--- src/rtl/bitrev_pkg.sv ---
// Shared types and sizing helpers for the bit-reverse job controller.
package bitrev_pkg;

  typedef enum logic [2:0] {
    ST_IDLE  = 3'd0,
    ST_HOLD  = 3'd1,
    ST_FEED  = 3'd2,
    ST_DRAIN = 3'd3,
    ST_DONE  = 3'd4,
    ST_ERR   = 3'd5
  } state_t;

  localparam int DATA_W_DEF  = 32;
  localparam int TIMEOUT_DEF = 1024;

  // Bits needed to hold the value max_val itself.
  function automatic int cnt_w(input int max_val);
    return $clog2(max_val + 1);
  endfunction

  localparam int TIMEOUT_W = cnt_w(TIMEOUT_DEF);

endpackage

--- src/rtl/sync_fifo.sv ---
// Synchronous FIFO holding accelerator results until the host reads them.
module sync_fifo #(
  parameter int W     = 32,
  parameter int DEPTH = 16
) (
  input  logic         clk,
  input  logic         rst,
  input  logic         push_i,
  input  logic [W-1:0] din_i,
  input  logic         pop_i,
  output logic [W-1:0] dout_o,
  output logic         full_o,
  output logic         empty_o
);

  localparam int AW = $clog2(DEPTH);

  logic [W-1:0]  mem_q [DEPTH];
  logic [AW-1:0] wr_q, wr_d, rd_q, rd_d;
  logic [AW:0]   cnt_q, cnt_d;
  logic          do_push_s, do_pop_s;

  assign full_o    = (cnt_q == (AW+1)'(DEPTH));
  assign empty_o   = (cnt_q == '0);
  assign do_push_s = push_i & ~full_o;
  assign do_pop_s  = pop_i & ~empty_o;
  // Head is forced to zero when empty so the output never shows stale data.
  assign dout_o    = empty_o ? '0 : mem_q[rd_q];

  // Pointer and occupancy next-state.
  always_comb begin
    wr_d  = wr_q;
    rd_d  = rd_q;
    cnt_d = cnt_q;
    if (do_push_s) begin
      wr_d = wr_q + AW'(1);
    end else begin
      wr_d = wr_q;
    end
    if (do_pop_s) begin
      rd_d = rd_q + AW'(1);
    end else begin
      rd_d = rd_q;
    end
    if (do_push_s && !do_pop_s) begin
      cnt_d = cnt_q + (AW+1)'(1);
    end else if (do_pop_s && !do_push_s) begin
      cnt_d = cnt_q - (AW+1)'(1);
    end else begin
      cnt_d = cnt_q;
    end
  end

  // Pointer and occupancy registers.
  always_ff @(posedge clk) begin
    if (rst) begin
      wr_q  <= '0;
      rd_q  <= '0;
      cnt_q <= '0;
    end else begin
      wr_q  <= wr_d;
      rd_q  <= rd_d;
      cnt_q <= cnt_d;
    end
  end

  // Storage array write port.
  always_ff @(posedge clk) begin
    if (do_push_s) begin
      mem_q[wr_q] <= din_i;
    end
  end

endmodule

--- src/rtl/bitrev_job_ctrl.sv ---
// Job sequencer for the bit-reverse accelerator: reset hold, input streaming,
// result buffering, completion/stall detection.
module bitrev_job_ctrl
  import bitrev_pkg::*;
#(
  parameter int DATA_W     = DATA_W_DEF,
  parameter int LEN_W      = 16,
  parameter int RST_CYCLES = 4,
  parameter int TIMEOUT    = TIMEOUT_DEF,
  parameter int OUT_DEPTH  = 16
) (
  input  logic              clk,
  input  logic              rst,
  input  logic              start_i,
  input  logic [LEN_W-1:0]  len_i,
  output logic              busy_o,
  output logic              done_o,
  output logic              err_o,
  input  logic [DATA_W-1:0] din_i,
  input  logic              din_valid_i,
  output logic              din_ready_o,
  output logic              accel_rst_n_o,
  output logic [DATA_W-1:0] s_axis_tdata_o,
  output logic              s_axis_tvalid_o,
  output logic              s_axis_tlast_o,
  input  logic              s_axis_tready_i,
  input  logic [DATA_W-1:0] m_axis_tdata_i,
  input  logic              m_axis_tvalid_i,
  input  logic              m_axis_tlast_i,
  output logic              m_axis_tready_o,
  output logic [DATA_W-1:0] dout_o,
  output logic              dout_valid_o,
  input  logic              dout_read_i,
  output logic [LEN_W-1:0]  out_count_o
);

  // Watchdog is never narrower than the package default width.
  localparam int TW = (cnt_w(TIMEOUT) > TIMEOUT_W) ? cnt_w(TIMEOUT) : TIMEOUT_W;
  localparam int HW = cnt_w(RST_CYCLES);

  state_t           state_q, state_d;
  logic [LEN_W-1:0] len_q, len_d, in_cnt_q, in_cnt_d, out_cnt_q, out_cnt_d;
  logic [HW-1:0]    hold_q, hold_d;
  logic [TW-1:0]    wd_q, wd_d;
  logic             tlast_seen_q, tlast_seen_d;
  logic             busy_q, busy_d, done_q, done_d, err_q, err_d, arst_n_q, arst_n_d;

  logic feed_s, drain_s, active_s, is_last_s;
  logic in_beat_s, out_beat_s, push_s, pop_s, m_ready_s;
  logic fifo_full_s, fifo_empty_s;

  assign feed_s     = (state_q == ST_FEED);
  assign drain_s    = (state_q == ST_DRAIN);
  assign active_s   = (state_q == ST_HOLD) | feed_s | drain_s;
  assign is_last_s  = (in_cnt_q == len_q - LEN_W'(1));
  assign in_beat_s  = feed_s & din_valid_i & s_axis_tready_i;
  assign m_ready_s  = ~fifo_full_s & (feed_s | drain_s);
  assign out_beat_s = m_axis_tvalid_i & m_ready_s;
  // Beats past the job length are accepted but discarded.
  assign push_s     = out_beat_s & (out_cnt_q < len_q);
  assign pop_s      = dout_read_i & ~fifo_empty_s;

  sync_fifo #(
    .W     (DATA_W),
    .DEPTH (OUT_DEPTH)
  ) u_res_fifo (
    .clk     (clk),
    .rst     (rst),
    .push_i  (push_s),
    .din_i   (m_axis_tdata_i),
    .pop_i   (pop_s),
    .dout_o  (dout_o),
    .full_o  (fifo_full_s),
    .empty_o (fifo_empty_s)
  );

  // Next-state, counters, watchdog and registered status outputs.
  always_comb begin
    state_d      = state_q;
    len_d        = len_q;
    in_cnt_d     = in_cnt_q;
    out_cnt_d    = out_cnt_q;
    tlast_seen_d = tlast_seen_q;
    hold_d       = '0;
    wd_d         = '0;

    if (in_beat_s) begin
      in_cnt_d = in_cnt_q + LEN_W'(1);
    end else begin
      in_cnt_d = in_cnt_q;
    end
    if (push_s) begin
      out_cnt_d = out_cnt_q + LEN_W'(1);
    end else begin
      out_cnt_d = out_cnt_q;
    end
    // An early TLAST seen while still feeding ends the job once draining.
    if (out_beat_s && m_axis_tlast_i && feed_s) begin
      tlast_seen_d = 1'b1;
    end else begin
      tlast_seen_d = tlast_seen_q;
    end
    if (state_q == ST_HOLD) begin
      hold_d = hold_q + HW'(1);
    end else begin
      hold_d = '0;
    end

    case (state_q)
      ST_IDLE, ST_DONE, ST_ERR: begin
        if (start_i) begin
          len_d        = len_i;
          in_cnt_d     = '0;
          out_cnt_d    = '0;
          tlast_seen_d = 1'b0;
          state_d      = (len_i == '0) ? ST_ERR : ST_HOLD;
        end else begin
          state_d = state_q;
        end
      end
      ST_HOLD: begin
        if (hold_q == HW'(RST_CYCLES - 1)) begin
          state_d = ST_FEED;
        end else begin
          state_d = ST_HOLD;
        end
      end
      ST_FEED: begin
        if (in_beat_s && is_last_s) begin
          state_d = ST_DRAIN;
        end else begin
          state_d = ST_FEED;
        end
      end
      ST_DRAIN: begin
        if (tlast_seen_q || (out_cnt_q == len_q) ||
            (out_beat_s && (m_axis_tlast_i || (out_cnt_q + LEN_W'(1) == len_q)))) begin
          state_d = ST_DONE;
        end else begin
          state_d = ST_DRAIN;
        end
      end
      default: begin
        state_d = ST_IDLE;
      end
    endcase

    if (in_beat_s || out_beat_s || (state_d != state_q) || !active_s) begin
      wd_d = '0;
    end else begin
      wd_d = wd_q + TW'(1);
    end
    if (active_s && (state_d == state_q) && (wd_d == TW'(TIMEOUT))) begin
      state_d = ST_ERR;
      wd_d    = '0;
    end else begin
      wd_d = wd_d;
    end

    busy_d   = (state_d == ST_HOLD) | (state_d == ST_FEED) | (state_d == ST_DRAIN);
    done_d   = (state_d == ST_DONE);
    err_d    = (state_d == ST_ERR);
    arst_n_d = (state_d == ST_FEED) | (state_d == ST_DRAIN);
  end

  // State, counter and status registers.
  always_ff @(posedge clk) begin
    if (rst) begin
      state_q      <= ST_IDLE;
      len_q        <= '0;
      in_cnt_q     <= '0;
      out_cnt_q    <= '0;
      tlast_seen_q <= 1'b0;
      hold_q       <= '0;
      wd_q         <= '0;
      busy_q       <= 1'b0;
      done_q       <= 1'b0;
      err_q        <= 1'b0;
      arst_n_q     <= 1'b0;
    end else begin
      state_q      <= state_d;
      len_q        <= len_d;
      in_cnt_q     <= in_cnt_d;
      out_cnt_q    <= out_cnt_d;
      tlast_seen_q <= tlast_seen_d;
      hold_q       <= hold_d;
      wd_q         <= wd_d;
      busy_q       <= busy_d;
      done_q       <= done_d;
      err_q        <= err_d;
      arst_n_q     <= arst_n_d;
    end
  end

  assign busy_o          = busy_q;
  assign done_o          = done_q;
  assign err_o           = err_q;
  assign accel_rst_n_o   = arst_n_q;
  assign din_ready_o     = feed_s & s_axis_tready_i;
  assign s_axis_tvalid_o = feed_s & din_valid_i;
  assign s_axis_tdata_o  = feed_s ? din_i : '0;
  assign s_axis_tlast_o  = feed_s & is_last_s;
  assign m_axis_tready_o = m_ready_s;
  assign dout_valid_o    = ~fifo_empty_s;
  assign out_count_o     = out_cnt_q;

endmodule

--- config.mk ---
export PLATFORM = sky130hd
export DESIGN_NAME = bitrev_job_ctrl
export DESIGN_NICKNAME = d
export VERILOG_FILES = /design/src/rtl/bitrev_pkg.sv /design/src/rtl/sync_fifo.sv /design/src/rtl/bitrev_job_ctrl.sv
export SDC_FILE = /design/constraint.sdc
export NUM_CORES = 1
export LEC_CHECK = 0
export BUFFER_PORTS_ARGS = -buffer_cell sky130_fd_sc_hd__buf_2
export CAP_MARGIN = 10
export CORE_MARGIN = 3
export CORE_UTILIZATION = 45
export CTS_BUF_LIST = sky130_fd_sc_hd__clkbuf_8 sky130_fd_sc_hd__clkbuf_16
export DETAILED_ROUTE_END_ITERATION = 6
export SLEW_MARGIN = 20
export SYNTH_ARGS = -nofsm -noshare
export SYNTH_HDL_FRONTEND = slang
export SYNTH_SLANG_ARGS = --single-unit
--- constraint.sdc ---
create_clock -name clk -period 12.65 [get_ports clk]
set_clock_uncertainty 0.2 [all_clocks]
set_input_delay 0.6325 -clock clk [delete_from_list [all_inputs] [get_ports clk]]
set_output_delay 0.6325 -clock clk [all_outputs]
set_load 0.03 [all_outputs]
Yosys cells after proc, flatten, opt, wreduce, memory -nomap -nowiden
Memories as Yosys holds them, arrays and structs flattened. A register that Yosys moved wholly into a read port is not among the register bits.
Cells that the tools add are included.
W data, S select, Z words.

word-level totals
  flip-flop bits (word level) = 83
  bits in writable memories = 512
  input bits = 88
  logic and storage cells = 112
  memories = 1

operators by class
  add/sub/neg operators = 9
  $lt $le $gt $ge = 1
  equal/unequal tests = 18
  mux-type cells = 25
  bitwise gates (word level) = 19
  reduce and logical (&&, ||, !) cells = 25

memories
  memory            depth  bits a word  rd ports  clocked after Yosys merged registers in  wr ports  line             RTL
  u_res_fifo.mem_q  16     32           1         1                                        1         sync_fifo.sv:18  logic [W-1:0] mem_q [DEPTH];

operators with widths
  cell                     count
  $mux W16                 6
  $mux W32                 2
  $eq A16 B16 Y1           3
  $add A16 B1 Y16 const B  2
  $logic_not A16 Y1        1
  $lt A16 B16 Y1           1
  $sub A16 B1 Y16 const B  1
  $eq A3 B2 Y1 const B     5
  $eq A3 B3 Y1 const B     4
  $mux W3                  4
  $pmux W3 S4              1
  $add A11 B1 Y11 const B  1
  $eq A11 B11 Y1 const B   1
  $mux W11                 1
  $and A1 B1 Y1            10
  $mux W5                  2
  $add A4 B1 Y4 const B    2
  $logic_and A1 B1 Y1      8
  $mux W4                  2
  $eq A3 B1 Y1 const B     2
  $logic_or A1 B1 Y1       6
  $mux W1                  6
  $or A1 B1 Y1             6
  $add A5 B1 Y5 const B    1
  14 further kinds         19

Logic depth before layout (Yosys ltp)
Gate-level depths: netlist of run 1.

  word-level depth = 18
  depth in mapped cells = 21
  mapped depth without buffers = 18

By module
Synthesis of run 1 repeated with hierarchy kept, for this count alone.

second synthesis, totals
  cell total of the unflattened synthesis = 1520
  area total of the unflattened synthesis = 25328.0 um^2

by module, submodules not included
  module           instances  cells each  area an instance (um^2)
  sync_fifo        1          891         20345.8
  bitrev_job_ctrl  1          629         4982.3

Worst setup path after synthesis of run 1
OpenSTA, ideal clock, no wires.

  path type = flip-flop to flip-flop
  start point = register out_cnt_q[10] (netlist: out_count_o[10])
  end point = memory u_res_fifo.mem_q[1][0] (enable)
  library setup time = 0.461 ns
  data arrival time = 4.958 ns
  path slack = 7.031 ns
  stages on the path, launching flop included = 13
  buffers on the path = 2
  clock period less this slack = 5.619 ns
  path through = dfxtp_1 ha_1 and3_1 a221o_1 a21o_1 a21oi_1 o21ai_0 or3_1 clkbuf_1 inv_1 buf_2 nand2_1 nor3_1

between the ends
  cells in the longest elaborated chain, start to end = 5

ends and longest elaborated chain
  what                           line                    RTL
  from (decl)                    bitrev_job_ctrl.sv:42   logic [LEN_W-1:0] len_q, len_d, in_cnt_q, in_cnt_d, out_cnt_q, out_cnt_d;
  from (signal assigned)         bitrev_job_ctrl.sv:184  out_cnt_q <= out_cnt_d;
  $lt A16 B16 Y1                 bitrev_job_ctrl.sv:60   assign push_s = out_beat_s & (out_cnt_q < len_q);
  $and A1 B1 Y1                  bitrev_job_ctrl.sv:60
  $and A1 B1 Y1                  sync_fifo.sv:25         assign do_push_s = push_i & ~full_o;
  net u_res_fifo.do_push_s       sync_fifo.sv:21         logic do_push_s, do_pop_s;
  $mux W1                        sync_fifo.sv:69         if (do_push_s) begin
  $mux W1 (not written as such)  sync_fifo.sv:70         mem_q[wr_q] <= din_i;
  to (decl)                      sync_fifo.sv:18

The timed path passes the listed nets, and every way through them passes these cells.

==> results.yml, run 1 <==
logic_synthesis:
  synth_async_sr_flop_share_pct: 0
  synth_fp_nets: 1605
  ys_seq_elements: 599
  syn_avg_cell_area_um2: 16.9
  ys_warn_count: 0
  synth_flop_cell: "edfxtp_1"
  syn_inst: 1485
  ys_types: 70
  synth_edf_count: 512
  seq_area_frac_synth_pct: 68.4
  syn-cell-area_um2: 25000
sta:
  fin_crit_sh_pct: 42.6
  fmax_mhz: 186
  holdWs_ps: 71.5
  finalSetupViolCount: 0
  rsz0062_at_grt: "no"
  min_period_ps: 5390
  slew_headroom_pct: 26.1
  tightest_slew_ps: 1110
  hold_viol_final: 0
  slew_viol_final: 0
  tns_ps: 0
global_routing:
  grt_max_degree: 71
  grt_pass1_wl_mm: 88.0
  grt_util_all_layers_pct: 19.6
  grt_overflow_total: 0
  grt_pass1_vias: 13800
  antenna_found_initial: 3
route:
  postRouteAntennaNets: 0
  vias: 13900
  route.detailed.drc: 0
  vias_per_cell: 5.66
  post_drt_wl_per_cell_um: 23.4
  dr.pass1.iters: 5
  totalWireLength_mm: 57.3
  first_iter_violations: 1201
die:
  die_width_um: 242
  die_area_um2: 58500
  start_util_pct: 46.0
  core_region_area_um2: 54500
  rows: 85
  fp.dieH_um: 242
  io_pins: 177
cts:
  cts_setup_buffers: 0
  cts-root-buf: "clkbuf_16"
  cts_max_path_buffers: 3
  cts_buffers: 58
  cts_resized: 0
  path_clk_slew_ps: 60
  htree_levels: 2
  clock_sinks: 599
  ctsHoldBuffers: 0
  cts_tree: "built"
  insertion_delay_ps: 630
setup_path:
  cp_max_fo: 49
  r2r_start: "len_q[11]"
  cp_slowest_stage_delay_ps: 880
  end_kind: "output port"
  reg2reg_slack_ps: 7540
  worstRegToRegCells: 12
  setup.worst_path.start_class: "flop"
  cpLargestDelayFamily: "buffers and inverters"
  crit_type: "flop to output port"
  cp.arrival_ps: 4560
  cp_cell_sequence: "buf_16, buf_4, buf_4, mux4_2, mux4_2, and2_1, buf_2"
  critPathBufInv: 4
  rr_endpoint: "u_res_fifo.mem_q[9][2]"
  critical_path.slowest_cell: "buf_4"
  cp.required_ps: 11820
layout:
  final_nets: 1786
  drive_gt1_share_pct: 29.1
  stdcell_count: 2455
  fillers: 4387
  num_antenna_cells: 0
  syn2layout_area_growth_pct: 16.0
place:
  hpwl_mm: 34.7
  dpl.cell_count: 2343
  io_buffers: 176
  gp_congestion: 0.824
worst_hold_path:
  worstHoldPathType: "input port to flop"
  hp-start: "len_i[12]"
  hold_depth: 3
  whs_endpoint: "len_q[12]"
power_and_ir_drop:
  ir_worst_vdd_mv: 0.201
  leakage_uw: 0.00958
  powerDensity_nw_per_um2: 179
run:
  cap_violations: 0
outcome:
  status: "completed"
-- final cells by class --
cell class	instances	area (µm²)	share of cell area, %
Inverter	30	113	0.388
Clock inverter	48	581	2.00
Multi-Input combinational cell	773	7580	26.1
Timing Repair Buffer	204	1190	4.10
Tap cell	739	925	3.18
Clock buffer	62	1520	5.23
Sequential cell	599	17100	59.0
-- registers in the layout, summed over array words and instances (netlist names), named ones only --
register,flops
tlast_seen_q,1
wd_q,11
u_res_fifo.rd_q,4
hold_q,3
u_res_fifo.wr_q,4
accel_rst_n_o,1
state_q,3
len_q,16
err_o,1
done_o,1
u_res_fifo.cnt_q,5
u_res_fifo.mem_q,512
in_cnt_q,16
busy_o,1
out_count_o,16
-- cell usage in the layout (no fill, tap or decap), drive strengths merged, types with 6 or more instances in the layout --
master,synthesis,final
a21oi,53,53
edfxtp,512,512
xor2,29,29
mux4,160,160
nor2b,7,7
clkbuf,61,62
nand4,16,16
nand2,80,80
xnor2,34,34
dfxtp,87,87
clkinv,0,25
bufinv,0,10
clkinvlp,0,7
nand3,33,33
and3,17,17
or3,19,19
nor3,14,14
and2,74,74
o21ai,32,32
buf,22,204
nor4,13,13
nor2,74,74
ha,31,31
mux2i,6,6
inv,30,36
-- where the power goes --
| group | total [µW] | switching, µW | internal [µW] |
|---|---|---|---|
| combinational | 1110 | 612 | 500 |
| sequential | 2220 | 65.1 | 2160 |
| clock | 1850 | 772 | 1080 |
-- worst max-delay path by stage --
stage / startpoint / end / slack (ps) / cells past startpoint
floorplan: out_count_o[10] / u_res_fifo.mem_q[1][0] / 7030 / 12
global placement: flop / dout_o[31] / 7520 / 6
detailed placement: flop / dout_o[18] / 7500 / 6
CTS: flop / dout_o[18] / 6830 / 6
global route: flop / dout_o[18] / 6790 / 7
finish: flop / dout_o[18] / 7260 / 7
-- synthesized netlist by cell type, types with 5 or more instances --
cell | n | area (µm²)
edfxtp_1 | 512 | 15400
mux4_2 | 160 | 3600
dfxtp_1 | 87 | 1740
nand2_1 | 80 | 300
and2_1 | 74 | 463
nor2_1 | 74 | 278
clkbuf_1 | 59 | 221
a21oi_1 | 53 | 265
xnor2_1 | 34 | 298
nand3_1 | 32 | 160
ha_1 | 31 | 388
o21ai_0 | 31 | 155
inv_1 | 30 | 113
xor2_1 | 29 | 254
and3_1 | 17 | 106
or3_1 | 17 | 106
nand4_1 | 16 | 100
buf_1 | 15 | 56.3
nor3_1 | 14 | 70.1
nor4_1 | 12 | 75.1
nor2b_1 | 7 | 43.8
mux2i_1 | 6 | 60.1
a211oi_1 | 5 | 37.5
a21o_1 | 5 | 37.5
a31oi_1 | 5 | 31.3
buf_2 | 5 | 25.0
nand2b_1 | 5 | 31.3
o211ai_1 | 5 | 37.5
-- metrics by stage --
stage | power, µW | utilization, % | setup WS, ps | instance area (µm²)
after floorplan | 3070 | - | 7030 | 25000
after global placement | 3390 | 49.2 | 7520 | 26800
after detailed placement | 3390 | 49.4 | 7500 | 26900
after CTS | 5250 | 53.2 | 6830 | 29000
after global routing | 5400 | 53.3 | 6790 | 29000
final | 5190 | 53.3 | 7260 | 29000
-- worst register-to-register path: stages, from the launching register on --
cell	delay (ps)
dfxtp_1	460
inv_1	80
ha_1	310
and3_1	180
a221o_1	340
a21o_1	180
a21oi_1	160
o21ai_0	110
or3_1	750
inv_1	560
nand2_1	340
nor2_4	560
buf_4	530
-- logic make-up after synthesis --
kind of cell    count (synthesis)  share of synthesized area [%]
flops                         599                           68.4
simple gates                  372                           7.81
mux                           168                           14.7
compound gates                138                           3.44
buf+inv                       113                           1.79
xor+xnor                       63                           2.21
fa+ha+maj                      32                           1.63
-- routing by layer --
| metal | track usage (%) | up-vias | share of wire (%) |
|---|---|---|---|
| met1 | 28.6 | 7167 | 44 |
| li1 | - | 6200 | - |
| met2 | 30.9 | 467 | 48 |
| met5 | 0 | - | 0.047 |
| met4 | 4.23 | 4 | 1.5 |
| met3 | 3.62 | 67 | 6.6 |
Note: power is estimated with default switching activity, not from simulation.
==> inputs of run 2 (changes only) <==
==> constraint.sdc (replaced) <==
create_clock -name clk -period 5.1 [get_ports clk]
set_clock_uncertainty 0.2 [all_clocks]
set_input_delay 0.255 -clock clk [delete_from_list [all_inputs] [get_ports clk]]
set_output_delay 0.255 -clock clk [all_outputs]
set_load 0.03 [all_outputs]
==> results.yml, run 2 (synthesized netlist as in run 1, its figures left out) <==
die:
  core_region_area_um2: 54500
  die_area_um2: 58500
  start_util_pct: 46.0
  die_width_um: 242
  fp.dieH_um: 242
  rows: 85
  io_pins: 177
layout:
  largest_reg_flops: 512
  largest-register: "u_res_fifo.mem_q"
  final_nets: 1856
  syn2layout_area_growth_pct: 18.6
  fin_util_pct: 54.5
  layout_commonest_cell: "edfxtp_1"
  fillers: 4345
  seq_area_um2: 17100
  multi_input_area_um2: 7610
  final_cell_mix: "edfxtp_1 (512), buf_2 (176), mux4_2 (160)"
  drive_gt1_share_pct: 27.2
cts:
  cts_resized: 0
  cts_max_path_buffers: 3
  insertion_delay_ps: 620
  path_clk_slew_ps: 60
  htree_levels: 2
  cts-root-buf: "clkbuf_16"
  cts_tree: "built"
  cts_buffers: 60
  clock_sinks: 599
sta:
  slew_headroom_pct: 29.0
  finalSetupViolCount: 0
  rsz0062_at_grt: "no"
  fmax_mhz: 228
  tns_ps: 0
  min_period_ps: 4390
  slew_viol_final: 0
  holdWs_ps: 47.7
  tightest_slew_ps: 1060
  fin_crit_sh_pct: 86.1
  hold_viol_final: 0
power_and_ir_drop:
  leakage_uw: 0.00981
  powerDensity_nw_per_um2: 426
  ir_worst_vdd_mv: 0.372
route:
  first_iter_violations: 1184
  dr.pass1.iters: 5
  vias_per_cell: 5.63
  postRouteAntennaNets: 0
  route.detailed.drc: 0
  totalWireLength_mm: 58.7
  vias: 14200
  post_drt_wl_per_cell_um: 23.2
setup_path:
  end_kind: "flop"
  cp.required_ps: 5440
  setup.worst_path.start_class: "flop"
  cp.arrival_ps: 4740
  cp_max_fo: 8
  crit_type: "flop to flop"
place:
  gp_congestion: 0.919
  hpwl_mm: 35.8
  io_buffers: 176
global_routing:
  grt_overflow_total: 0
  grt_pass1_wl_mm: 91.2
  grt_util_all_layers_pct: 20.2
  grt_max_degree: 77
  grt_pass1_vias: 14600
  antenna_found_initial: 1
outcome:
  status: "completed"
run:
  cap_violations: 0
worst_hold_path:
  worstHoldPathType: "input port to flop"
-- run 2: changes by cell type in the layout (fill, tap and decap cells not counted), sizes merged --
| cell | change |
|---|---|
| clkbuf | -1 |
| clkinvlp | -4 |
| diode | +1 |
| buf | +4 |
| clkinv | +12 |
| dlygate4sd3 | +64 |
| bufinv | -5 |
-- run 2: power breakdown --
group / leakage (µW) / internal [µW] / switching, µW / total [µW]
logic: 0.00354 / 1300 / 1530 / 2830
registers: 0.00531 / 5350 / 175 / 5530
clock network: 0.000963 / 2420 / 1860 / 4290
-- run 2: layer usage --
metal	global-route usage [%]	wire length, µm	vias up
li1	-	-	6363
met1	28.8	26100	7324
met2	32.7	28400	435
met3	2.89	2780	91
met4	5.75	1400	0
met5	0	0	-
-- run 2: timing repair --
item,4_1_cts,5_1_grt
buffers inserted,0,0
hold endpoints to repair,546,0
hold buffers,64,0
-- run 2: worst paths after layout --
kind	from	endpoint	slack [ps]	cells after the start
setup / recovery	len_q[9]	u_res_fifo.cnt_q[4]	710	17
hold / removal	m_axis_tvalid_i	wd_q[1]	50	4
setup reg to reg	len_q[9]	u_res_fifo.cnt_q[4]	710	17
hold reg to reg	hold_q[0]	hold_q[0]	220	1
-- run 2: worst max-delay path, cell delays in order, from the launching register on --
cell     delay [ps]
dfxtp_1         500
inv_1           100
ha_1            300
and3_1          150
a221o_1         370
a21o_1          190
a21oi_1         120
o21ai_0          90
or3_1           390
inv_1           250
ha_1            250
inv_1           100
fa_1            420
a21o_1          170
a21oi_1         170
xnor2_1          90
or3_1           310
a21oi_1         140
-- run 2: final cells by class --
cell class,count,area share (%)
well taps,739,3.12
flip-flops and latches,599,57.7
inverters,30,0.379
clock inverters,51,1.36
multi-input cells,773,25.6
repair buffers,272,6.65
diodes,1,0.00843
clock buffers,61,5.14
-- run 2: through the flow --
stage | power [µW] | instance area [µm²] | worst slack (ps) | instances
detailed placement | 8490 | 27100 | 734 | 2349
floorplan | 7610 | 25000 | 352 | 1485
global placement | 8470 | 27100 | 827 | 2349
global route | 13200 | 29700 | 431 | 2525
finish | 12600 | 29700 | 708 | 2526
CTS | 12800 | 29700 | 721 | 2525
